==> src/rtl/mpu_load_unit_if.sv <==
// Load-stage bus for mpu_load_unit: descriptor/element handshake from the load
// source plus the register-file write port driven back by the unit.
interface mpu_load_unit_if #(
    parameter int FP              = 32,
    parameter int M               = 4,
    parameter int N               = 4,
    parameter int MBITS           = $clog2(M),
    parameter int NBITS           = $clog2(N),
    parameter int MATRIX_REG_SIZE = 3
);
    logic                       en;
    logic                       valid;
    logic [FP-1:0]              element;
    logic [MBITS:0]             matrix_m_size;
    logic [NBITS:0]             matrix_n_size;
    logic [MATRIX_REG_SIZE-1:0] load_addr;

    logic                       ack;
    logic                       error;
    logic                       done;
    logic                       write_en;
    logic [MATRIX_REG_SIZE-1:0] reg_load_addr;
    logic [FP-1:0]              element_out;
    logic [MBITS:0]             m;
    logic [NBITS:0]             n;

    modport slave (
        input  en, valid, element, matrix_m_size, matrix_n_size, load_addr,
        output ack, error, done, write_en, reg_load_addr, element_out, m, n
    );

    modport master (
        output en, valid, element, matrix_m_size, matrix_n_size, load_addr,
        input  ack, error, done, write_en, reg_load_addr, element_out, m, n
    );
endinterface

==> src/rtl/mpu_load_unit.sv <==
// MPU load stage: streams a row-major matrix into the register-file write port.
// Optional MPU_LOAD_NANCHECK_EN rejects elements with an all-ones exponent.
module mpu_load_unit #(
    parameter int FP              = 32,
    parameter int M               = 4,
    parameter int N               = 4,
    parameter int MBITS           = $clog2(M),
    parameter int NBITS           = $clog2(N),
    parameter int MATRIX_REG_SIZE = 3
) (
    input logic          clk,
    input logic          rst,
    mpu_load_unit_if.slave bus
);

    typedef enum logic [2:0] {IDLE, LOAD, FINISH, DONE, ERR} state_t;

    localparam logic [MBITS:0] M_MAX = (MBITS+1)'(M);
    localparam logic [NBITS:0] N_MAX = (NBITS+1)'(N);
    localparam logic [MBITS:0] M_ONE = (MBITS+1)'(1);
    localparam logic [NBITS:0] N_ONE = (NBITS+1)'(1);

    state_t                     state;
    logic [MBITS:0]             m_size_q;
    logic [NBITS:0]             n_size_q;
    logic [MATRIX_REG_SIZE-1:0] addr_q;
    logic [MBITS:0]             cnt_m;
    logic [NBITS:0]             cnt_n;

    logic legal;
    logic row_end;
    logic last;
    logic bad_elem;

    always_comb begin
        legal   = (bus.matrix_m_size != '0) && (bus.matrix_m_size <= M_MAX) &&
                  (bus.matrix_n_size != '0) && (bus.matrix_n_size <= N_MAX);
        row_end = (cnt_n == n_size_q - N_ONE);
        last    = row_end && (cnt_m == m_size_q - M_ONE);
    end

`ifdef MPU_LOAD_NANCHECK_EN
    localparam int EXP_LSB = (FP == 64) ? 52 : 23;
    localparam int EXP_W   = (FP == 64) ? 11 : 8;
    assign bad_elem = &bus.element[EXP_LSB +: EXP_W];
`else
    assign bad_elem = 1'b0;
`endif

    always_ff @(posedge clk) begin
        if (rst) begin
            state             <= IDLE;
            m_size_q          <= '0;
            n_size_q          <= '0;
            addr_q            <= '0;
            cnt_m             <= '0;
            cnt_n             <= '0;
            bus.ack           <= 1'b0;
            bus.error         <= 1'b0;
            bus.done          <= 1'b0;
            bus.write_en      <= 1'b0;
            bus.reg_load_addr <= '0;
            bus.element_out   <= '0;
            bus.m             <= '0;
            bus.n             <= '0;
        end else begin
            bus.write_en <= 1'b0;
            bus.done     <= 1'b0;
            case (state)
                IDLE: begin
                    if (bus.en) begin
                        m_size_q <= bus.matrix_m_size;
                        n_size_q <= bus.matrix_n_size;
                        addr_q   <= bus.load_addr;
                        cnt_m    <= '0;
                        cnt_n    <= '0;
                        if (legal) begin
                            state   <= LOAD;
                            bus.ack <= 1'b1;
                        end else begin
                            state     <= ERR;
                            bus.error <= 1'b1;
                        end
                    end
                end
                LOAD: begin
                    if (!bus.en) begin
                        state   <= IDLE;
                        bus.ack <= 1'b0;
                    end else if (bus.valid) begin
                        if (bad_elem) begin
                            state     <= ERR;
                            bus.error <= 1'b1;
                            bus.ack   <= 1'b0;
                        end else begin
                            bus.write_en      <= 1'b1;
                            bus.element_out   <= bus.element;
                            bus.reg_load_addr <= addr_q;
                            bus.m             <= cnt_m;
                            bus.n             <= cnt_n;
                            // Final element: ack falls alongside its write, done follows.
                            if (last) begin
                                state   <= FINISH;
                                bus.ack <= 1'b0;
                            end else if (row_end) begin
                                cnt_n <= '0;
                                cnt_m <= cnt_m + M_ONE;
                            end else begin
                                cnt_n <= cnt_n + N_ONE;
                            end
                        end
                    end
                end
                FINISH: begin
                    bus.done <= 1'b1;
                    state    <= DONE;
                end
                DONE: begin
                    if (!bus.en) state <= IDLE;
                end
                ERR: begin
                    if (!bus.en) begin
                        bus.error <= 1'b0;
                        state     <= IDLE;
                    end
                end
                default: state <= IDLE;
            endcase
        end
    end

endmodule

==> src/flat_wrapper.sv <==
// flat-port wrapper written by rule: the top's interface ports become plain ports
module mpu_load_unit_flat 
#(
    parameter int FP              = 32,
    parameter int M               = 4,
    parameter int N               = 4,
    parameter int MBITS           = $clog2(M),
    parameter int NBITS           = $clog2(N),
    parameter int MATRIX_REG_SIZE = 3
)
  (clk, rst, bus_en, bus_valid, bus_element, bus_matrix_m_size, bus_matrix_n_size, bus_load_addr, bus_ack, bus_error, bus_done, bus_write_en, bus_reg_load_addr, bus_element_out, bus_m, bus_n);
  mpu_load_unit_if #(.FP(FP), .M(M), .N(N), .MBITS(MBITS), .NBITS(NBITS), .MATRIX_REG_SIZE(MATRIX_REG_SIZE)) bus_i ();
  input logic clk;
  input logic rst;
  input wire logic [$bits(bus_i.en)-1:0] bus_en;
  input wire logic [$bits(bus_i.valid)-1:0] bus_valid;
  input wire logic [$bits(bus_i.element)-1:0] bus_element;
  input wire logic [$bits(bus_i.matrix_m_size)-1:0] bus_matrix_m_size;
  input wire logic [$bits(bus_i.matrix_n_size)-1:0] bus_matrix_n_size;
  input wire logic [$bits(bus_i.load_addr)-1:0] bus_load_addr;
  output wire logic [$bits(bus_i.ack)-1:0] bus_ack;
  output wire logic [$bits(bus_i.error)-1:0] bus_error;
  output wire logic [$bits(bus_i.done)-1:0] bus_done;
  output wire logic [$bits(bus_i.write_en)-1:0] bus_write_en;
  output wire logic [$bits(bus_i.reg_load_addr)-1:0] bus_reg_load_addr;
  output wire logic [$bits(bus_i.element_out)-1:0] bus_element_out;
  output wire logic [$bits(bus_i.m)-1:0] bus_m;
  output wire logic [$bits(bus_i.n)-1:0] bus_n;
  assign bus_i.en = bus_en;
  assign bus_i.valid = bus_valid;
  assign bus_i.element = bus_element;
  assign bus_i.matrix_m_size = bus_matrix_m_size;
  assign bus_i.matrix_n_size = bus_matrix_n_size;
  assign bus_i.load_addr = bus_load_addr;
  assign bus_ack = bus_i.ack;
  assign bus_error = bus_i.error;
  assign bus_done = bus_i.done;
  assign bus_write_en = bus_i.write_en;
  assign bus_reg_load_addr = bus_i.reg_load_addr;
  assign bus_element_out = bus_i.element_out;
  assign bus_m = bus_i.m;
  assign bus_n = bus_i.n;
  mpu_load_unit #(.FP(FP), .M(M), .N(N), .MBITS(MBITS), .NBITS(NBITS), .MATRIX_REG_SIZE(MATRIX_REG_SIZE)) u_core (.clk(clk), .rst(rst), .bus(bus_i));
endmodule
==> config.mk <==
export PLATFORM = sky130hd
export DESIGN_NAME = mpu_load_unit_flat
export DESIGN_NICKNAME = d
export VERILOG_FILES = /design/src/rtl/mpu_load_unit_if.sv /design/src/rtl/mpu_load_unit.sv /design/src/flat_wrapper.sv
export SDC_FILE = /design/constraint.sdc
export NUM_CORES = 1
export LEC_CHECK = 0
export BUFFER_PORTS_ARGS = -buffer_cell sky130_fd_sc_hd__buf_4
export CORE_MARGIN = 8
export CORE_UTILIZATION = 49
export CTS_BUF_LIST = sky130_fd_sc_hd__clkbuf_16
export DETAILED_ROUTE_END_ITERATION = 7
export PLACE_DENSITY = 0.79
export SLEW_MARGIN = 40
export SYNTH_ARGS = -nofsm -noshare
export SYNTH_HDL_FRONTEND = slang
export SYNTH_SLANG_ARGS = --single-unit
==> constraint.sdc <==
create_clock -name clk -period 1.9 [get_ports clk]
set_clock_uncertainty 0.15 [all_clocks]
set_input_delay 0.19 -clock clk [delete_from_list [all_inputs] [get_ports clk]]
set_output_delay 0.19 -clock clk [all_outputs]
set_load 0.02 [all_outputs]
== Word level (Yosys, flattened, before mapping) ==
Cells that the tools add are included.

* $add $sub $neg: 4
* Magnitude comparators: 2
* Equality and inequality tests: 17
* Multiplexer cells: 30
* Bitwise logic cells: 2
* Reduce and logical (&&, ||, !) cells: 18

{| class="wikitable"
|+ Operator list
! kind !! count
|-
| $mux W3 || 15
|-
| $ne A2 B2 Y1 const B || 7
|-
| $pmux W3 S2 || 2
|-
| $pmux W3 S4 || 1
|-
| $mux W1 || 10
|-
| $reduce_and A5 Y1 || 2
|-
| $reduce_and A4 Y1 || 2
|-
| $add A3 B1 Y3 const B || 2
|-
| $eq A3 B2 Y1 const B || 2
|-
| $eq A3 B3 Y1 || 2
|-
| $le A3 B3 Y1 const B || 2
|-
| $reduce_and A6 Y1 || 1
|-
| $reduce_bool A3 Y1 || 2
|-
| $sub A3 B1 Y3 const B || 2
|-
| $logic_and A1 B1 Y1 || 4
|-
| $ne A2 B1 Y1 const B || 2
|-
| $pmux W1 S2 || 2
|-
| $reduce_bool A2 Y1 || 2
|-
| $eq A3 B1 Y1 const B || 1
|-
| $eq A3 B3 Y1 const B || 1
|-
| $logic_not A3 Y1 || 1
|-
| $ne A3 B2 Y1 const B || 1
|-
| $ne A3 B3 Y1 const B || 1
|-
| $reduce_and A3 Y1 || 1
|-
| other kinds (4) || 5
|}

* Register bits after elaboration: 63
* Input port bits: 45
* Output and inout port bits: 45
* Word-level logic and storage cells: 87

== Logic depth before layout (Yosys ltp) ==
Gate-level depths: netlist of run 1.

* Depth in word-level cells: 7
* Depth in mapped cells: 7
* Gate-level depth less buffers: 7

== Worst setup path after synthesis of run 1 ==
OpenSTA, ideal clock, no wires.

* Path type: reg2reg
* Start point: register u_core.n_size_q[0]
* End point: register u_core.bus.ack
* Library setup time: 0.079 ns
* Arrival: 1.492 ns
* Data required time: 1.671 ns
* Slack: 0.178 ns
* Cell stages (with the launch flop): 8
* Path buffers: 0
* Period minus slack after synthesis: 1.722 ns
* Cells stage by stage: dfxtp_1 > inv_1 > ha_1 > xor2_1 > nand3_1 > nor2_1 > o2111ai_1 > a211oi_2

* Word-level cells in the longest chain between the ends: 5

{| class="wikitable"
|+ Ends and longest elaborated chain
! element !! RTL line !! text
|-
| start: declaration || mpu_load_unit.sv:25 || <nowiki>logic [NBITS:0] n_size_q;</nowiki>
|-
| start signal: assignment || mpu_load_unit.sv:73 || <nowiki>n_size_q <= bus.matrix_n_size;</nowiki>
|-
| $sub A3 B1 Y3 || mpu_load_unit.sv:38 || <nowiki>row_end = (cnt_n == n_size_q - N_ONE);</nowiki>
|-
| $eq A3 B3 Y1 || mpu_load_unit.sv:38 ||
|-
| $logic_and A1 B1 Y1 || mpu_load_unit.sv:39 || <nowiki>last = row_end && (cnt_m == m_size_q - M_ONE);</nowiki>
|-
| $ne A3 B2 Y1 (no line) || -- ||
|-
| $reduce_and A5 Y1 (no line) || -- ||
|-
| end signal: assignment || mpu_load_unit.sv:58 || <nowiki>bus.ack <= 1'b0;</nowiki>
|-
| end signal: assignment || mpu_load_unit.sv:79 || <nowiki>bus.ack <= 1'b1;</nowiki>
|-
| end signal: assignment || mpu_load_unit.sv:89 || <nowiki>bus.ack <= 1'b0;</nowiki>
|-
| end: declaration || mpu_load_unit_if.sv:29 || <nowiki>output ack, error, done, write_en, reg_load_addr, element_out, m, n</nowiki>
|}

No other way between the ends.
A chain may end at the register's enable or synchronous reset.

== Worst setup path in the final report of run 1 ==
* Start point: register u_core.m_size_q[0]
* End point: register u_core.bus.ack

* Word-level cells in the longest chain between the ends: 5

{| class="wikitable"
|+ Ends and longest elaborated chain
! element !! RTL line !! text
|-
| start: declaration || mpu_load_unit.sv:24 || <nowiki>logic [MBITS:0] m_size_q;</nowiki>
|-
| start signal: assignment || mpu_load_unit.sv:72 || <nowiki>m_size_q <= bus.matrix_m_size;</nowiki>
|-
| $sub A3 B1 Y3 || mpu_load_unit.sv:39 ||
|-
| $eq A3 B3 Y1 || mpu_load_unit.sv:39 ||
|-
| $logic_and A1 B1 Y1 || mpu_load_unit.sv:39 ||
|-
| $ne A3 B2 Y1 (no line) || -- ||
|-
| $reduce_and A5 Y1 (no line) || -- ||
|}

No other way between the ends.

==> results of run 1 <==
-- worst min-delay path by stage --
| stage | start | to | slack [ns] | depth (start not counted) |
|---|---|---|---|---|
| 2_1_floorplan | bus_load_addr[0] | u_core.addr_q[0] | 0.18 | 2 |
| 3_3_place_gp | bus_element[16] | u_core.bus.element_out[16] | 0.29 | 3 |
| 3_5_place_dp | bus_load_addr[1] | u_core.addr_q[1] | 0.30 | 3 |
| 4_1_cts | bus_en | u_core.state[0] | 0.04 | 3 |
| 5_1_grt | bus_en | u_core.state[0] | 0.04 | 3 |
| 6_report | bus_en | u_core.state[0] | 0.04 | 3 |
-- kinds of logic (layout without fill, tap and decap cells) --
logic type               count (synthesis)  in the layout  share of synthesized area [%]
flip-flops                              63             63                           49.5
XOR/XNOR                                 6              6                           3.14
AND/OR/NAND/NOR                        139            139                           24.3
buffers and inverters                   29            166                           4.57
adder cells (fa/ha/maj)                  4              4                           1.96
AO/OA/AOI/OAI                           71             71                           16.2
multiplexers                             1              1                          0.393
-- flip-flops by register name, indices dropped and copies added (netlist names) --
name and cells:
u_core.bus.ack 1, u_core.bus.done 1, u_core.bus.error 1, u_core.state 3
u_core.n_size_q 3, u_core.cnt_n 3, u_core.cnt_m 3, u_core.bus.reg_load_addr 3
u_core.bus.n 3, u_core.addr_q 3, u_core.bus.element_out 32, u_core.bus.write_en 1
u_core.m_size_q 3, u_core.bus.m 3
-- what timing repair did --
| item | in CTS | in global routing |
|---|---|---|
| setup buffers | 0 | 2 |
| gates resized for setup | 0 | 6 |
| hold buffers | 41 | 0 |
| setup endpoints to repair | 0 | 33 |
| endpoints found under the hold margin | 41 | 0 |
-- critical path, stage by stage (launching register included) --
cell,delay (ns)
dfxtp_1,0.35
inv_1,0.05
ha_1,0.30
xor2_1,0.20
nand3_2,0.16
nor2_2,0.21
o2111ai_1,0.14
a211oi_2,0.22
-- cells in the mapped netlist (2+ instances only) --
cell type | n | area, um^2
nand2_1 | 105 | 394
dfxtp_1 | 63 | 1260
a21oi_1 | 55 | 275
clkbuf_1 | 15 | 56.3
nor2_1 | 7 | 26.3
buf_2 | 6 | 30.0
inv_1 | 6 | 22.5
ha_1 | 4 | 50.1
nand4_1 | 4 | 25.0
xor2_1 | 4 | 35.0
nand3_1 | 3 | 15.0
nor3_1 | 3 | 15.0
or3_1 | 3 | 18.8
a31oi_1 | 2 | 12.5
inv_2 | 2 | 7.51
nand2b_1 | 2 | 12.5
nand3b_1 | 2 | 15.0
o21ai_1 | 2 | 10.0
o21bai_1 | 2 | 15.0
xnor3_1 | 2 | 45.0
-- area by class of cell --
type	instances	area share, %
clock buffer	9	5.57
clock inverter	7	1.36
inverter	8	0.742
multi-input combinational	221	29.8
sequential	63	31.2
tap	70	2.17
timing repair buffer	142	29.2
-- cells in the final DEF (no fill, tap or decap), drive strengths merged, types with 2 or more instances in the layout --
cell	count
nand2	105
buf	101
dfxtp	63
a21oi	55
dlygate4sd3	41
clkbuf	9
inv	9
nor2	8
clkinv	5
nand4	4
xor2	4
ha	4
or3	3
nor3	3
nand3	3
o21ai	3
xnor3	2
nand2b	2
a2111oi	2
a31oi	2
nand3b	2
o21bai	2
nor4	2
a211oi	2
and3	2
o31ai	2
-- report_power, final --
group | total (mW) | switching [mW] | internal (mW)
Combinational | 0.347 | 0.157 | 0.190
Clock | 1.52 | 0.532 | 0.989
Sequential | 1.37 | 0.0228 | 1.35
Total | 3.24 | 0.712 | 2.53
-- routing by layer --
| metal | track usage (%) | part of all wire, % | vias to the layer above | routed length, um |
|---|---|---|---|---|
| met5 | 0 | 0 | - | 0 |
| met4 | 7.99 | 1.3 | 0 | 97 |
| met3 | 6.19 | 6.5 | 9 | 496 |
| met2 | 34.1 | 49 | 82 | 3770 |
| met1 | 21.2 | 43 | 1226 | 3280 |
| li1 | - | - | 1309 | - |
-- metrics by stage --
stage                     instance area [um^2]  cells  utilization [%]  worst slack (ns)  hold WS (ns)
final                                     4050    520             79.7            0.0425        0.0375
after floorplan                           2550    313                -             0.178         0.176
after detailed placement                  3310    461             65.3            0.0585         0.295
after CTS                                 4000    518             78.9            0.0398        0.0401
after global placement                    3310    461             65.3             0.113         0.286
after global routing                      4050    520             79.7           -0.0727        0.0447
==> impl_metrics.ini, run 1 <==
[run_status]
outcome = complete, no violations

[final_layout]
post_route_cells_drive_above_1_share_pct = 28.2
syn_to_final_growth_pct = 58.7
diodes = 0
n_fill_cell = 333
ff_latch_area_mm2 = 0.00126
multi_input_area_mm2 = 0.00120
fin_nets = 494

[detailed_routing]
drt_iter0_drc = 103
drc = 0
post_drt_wl_per_cell_um = 14.7
via_per_inst = 5.05
drt_pass1_iterations = 4
drt_wl_total_mm = 7.65
vias = 2626
postRouteAntennaNets = 0

[yosys]
synth_nets = 362
synth.yosys.warnings = 0
postSynthCellCount = 313
yosysSeqAreaShare_pct = 49.5
ys_types = 41
synth_edf_count = 0
synth-seq-cells = 63
avgSynthCellArea_um2 = 8.14
synth_flop_cell = dfxtp_1
synth_area_mm2 = 0.00255
async_reset_ff_share_pct = 0

[sta]
finalMaxSlewViolations = 0
setup-tns-final_ns = 0
min_period_over_period_pct = 97.8
relSlewSlack_pct = 56.9
hold_violations = 0
final-setup-viol-count = 0
rsz0062_at_grt = yes
tightest_slew_ns = 0.647
fin_crit_ns = 1.86
max_freq_mhz = 538

[floorplan]
die_x_um = 88.1
die_h_um = 88.1
core_area_mm2 = 0.00507
rows = 26
start_util_pct = 50.2
dieArea_mm2 = 0.00777
io_pins = 90

[worst_setup_path]
endpoint = u_core.bus.ack
timing.rr.start = u_core.m_size_q[0]
path_max_fanout = 4
critPathRequiredTime_ns = 1.99
crit_arrival_ns = 1.94
r2r_slack_ns = 0.04
r2r_cells = 7
reg2reg_to = u_core.bus.ack
startpoint_type = register
end_kind = register
critPathLaunch = u_core.m_size_q[0]
critPathKind = reg2reg

[pwr]
p_leak_nw = 1.68
p_per_area_mw_per_mm2 = 802
peakVddDrop_v = 0.000567
p_total_mw = 3.24

[clock_tree]
clk_pin_slew_ns = 0.05
clk_path_buf_depth = 2
cts_sinks = 63
worstSkewPairLatency_ns = 0.32
tritoncts = built
htree_num_levels = 3
clockRootBuffer = clkbuf_16
cts_buffers = 9

[placement]
portBuffers = 89
gp_congestion = 0.829
hpwl_mm = 4.63

[global_route]
antenna_found_initial = 0
grt_pass1_vias = 2645
track_usage_pct = 19.5
grt.overflow.total = 0
grt_pass1_wl_mm = 11.9
grt_start_max_net_pins = 64

[min_path]
hp-class = in2reg

[run]
drv_cap = 0
Power figures use the tool's default switching activity.
==> inputs of run 2 (changes only) <==
- CORE_UTILIZATION: 49 -> 45
- PLACE_DENSITY: 0.79 -> 0.73
- SKIP_CTS_REPAIR_TIMING: not set -> 1
==> impl_metrics.ini, run 2 (same netlist as run 1, synthesis figures left out) <==
[run_status]
outcome = complete, but fails checks
violations = hold timing

[global_route]
grt_start_max_net_pins = 64
track_usage_pct = 15.9
antenna_found_initial = 0
grt_pass1_wl_mm = 10.9
grt_pass1_vias = 2330
grt.overflow.total = 0

[pwr]
p_per_area_mw_per_mm2 = 789
peakVddDrop_v = 0.000551
p_leak_nw = 1.61

[final_layout]
top_register = u_core.bus.element_out
n_fill_cell = 439
final_util_pct = 71.3
final_cell_mix = nand2_1 (105), buf_4 (99), dfxtp_1 (62)
fin_nets = 482
final_common_cell = nand2_1
final_area_mm2 = 0.00390
syn_to_final_growth_pct = 53.0
post_route_cells_drive_above_1_share_pct = 29.4
diodes = 0
largest_reg_flops = 32

[worst_setup_path]
critPathKind = reg2reg
crit_arrival_ns = 1.92
critPathRequiredTime_ns = 1.99
end_kind = register
r2r_slack_ns = 0.07
path_max_fanout = 4
startpoint_type = register
critPathSlowestCell = dfxtp_1
timing.rr.start = u_core.n_size_q[0]
path_buf_inv = 1
reg2reg_to = u_core.bus.ack
critical-path-top-delay-family = simple AND/OR/NAND/NOR gates
path_cells = inv_1 > ha_1 > xor2_2 > nand3_2 > nor2_2 > o2111ai_1 > a211oi_2
r2r_cells = 7
critPathMaxStageDelay_ns = 0.34

[detailed_routing]
drc = 0
vias = 2489
via_per_inst = 4.90
post_drt_wl_per_cell_um = 14.1
drt_iter0_drc = 123
drt_pass1_iterations = 4
drt_wl_total_mm = 7.16
postRouteAntennaNets = 0

[clock_tree]
tritoncts = built
htree_num_levels = 3
clk_pin_slew_ns = 0.05
clockRootBuffer = clkbuf_16
clk_path_buf_depth = 2
worstSkewPairLatency_ns = 0.32
cts_buffers = 9
cts_sinks = 63

[sta]
hold_violations = 7
min_period_over_period_pct = 96.5
finalMaxSlewViolations = 0
relSlewSlack_pct = 55.9
hold_slack_ns = -0.0210
final-setup-viol-count = 0
setup-tns-final_ns = 0
tightest_slew_ns = 0.661
fin_crit_ns = 1.83
max_freq_mhz = 545

[placement]
postPlaceCellArea_mm2 = 0.00330
hpwl_mm = 4.67
portBuffers = 89
gp_congestion = 0.864

[floorplan]
dieArea_mm2 = 0.00833
core_area_mm2 = 0.00547
start_util_pct = 46.6
rows = 27
io_pins = 90
die_h_um = 91.3
die_x_um = 91.3

[min_path]
hold_end = u_core.bus.element_out[10]
min_path_cells = 3
min_from = bus_element[10]
hp-class = in2reg

[run]
drv_cap = 0
-- run 2: how the worst max path moves through the flow --
stage / slack [ns] / startpoint / endpoint / depth (start not counted)
6_report: 0.07 / u_core.n_size_q[0] / u_core.bus.ack / 7
5_1_grt: -0.01 / u_core.state[0] / u_core.bus.element_out[9] / 5
4_1_cts: 0.0004 / u_core.n_size_q[0] / u_core.bus.ack / 7
3_5_place_dp: 0.02 / u_core.n_size_q[0] / u_core.bus.ack / 7
3_3_place_gp: 0.10 / u_core.n_size_q[0] / u_core.bus.ack / 7
2_1_floorplan: 0.18 / u_core.n_size_q[0] / u_core.bus.ack / 7
-- run 2: power by group --
group          switching [mW]  internal, mW
clock network           0.528         0.854
registers              0.0227          1.35
logic                   0.149         0.174
-- run 2: final cells by class --
| type | count | area [um^2] | area share (%) |
|---|---|---|---|
| repair buffers | 130 | 1050 | 27.0 |
| clock buffers | 9 | 225 | 5.77 |
| multi-input cells | 221 | 1210 | 31.1 |
| clock inverters | 5 | 27.5 | 0.706 |
| well taps | 72 | 90.1 | 2.31 |
| inverters | 8 | 30.0 | 0.770 |
| flip-flops and latches | 63 | 1260 | 32.4 |
-- run 2: layer usage --
layer	GRT usage (%)	routed length, um	vias up
met5	0	0	-
met1	18.2	3200	1130
met4	8.46	80	0
met3	5.60	409	9
li1	-	-	1288
met2	25.6	3470	62
-- run 2: metrics by stage --
step | power, mW | hold slack (ns) | instances | worst slack, ns
2_1_floorplan | 1.53 | 0.176 | 313 | 0.178
3_3_place_gp | 1.66 | 0.284 | 463 | 0.102
3_5_place_dp | 1.66 | 0.296 | 463 | 0.0151
4_1_cts | 3.06 | -0.0423 | 477 | 0.000419
5_1_grt | 3.20 | 0.000854 | 508 | -0.0117
6_report | 3.08 | -0.0210 | 508 | 0.0657
-- run 2: tightest hold or removal path, stage by stage --
cell     delay, ns
buf_4         0.11
nand2_1       0.04
a21oi_1       0.05
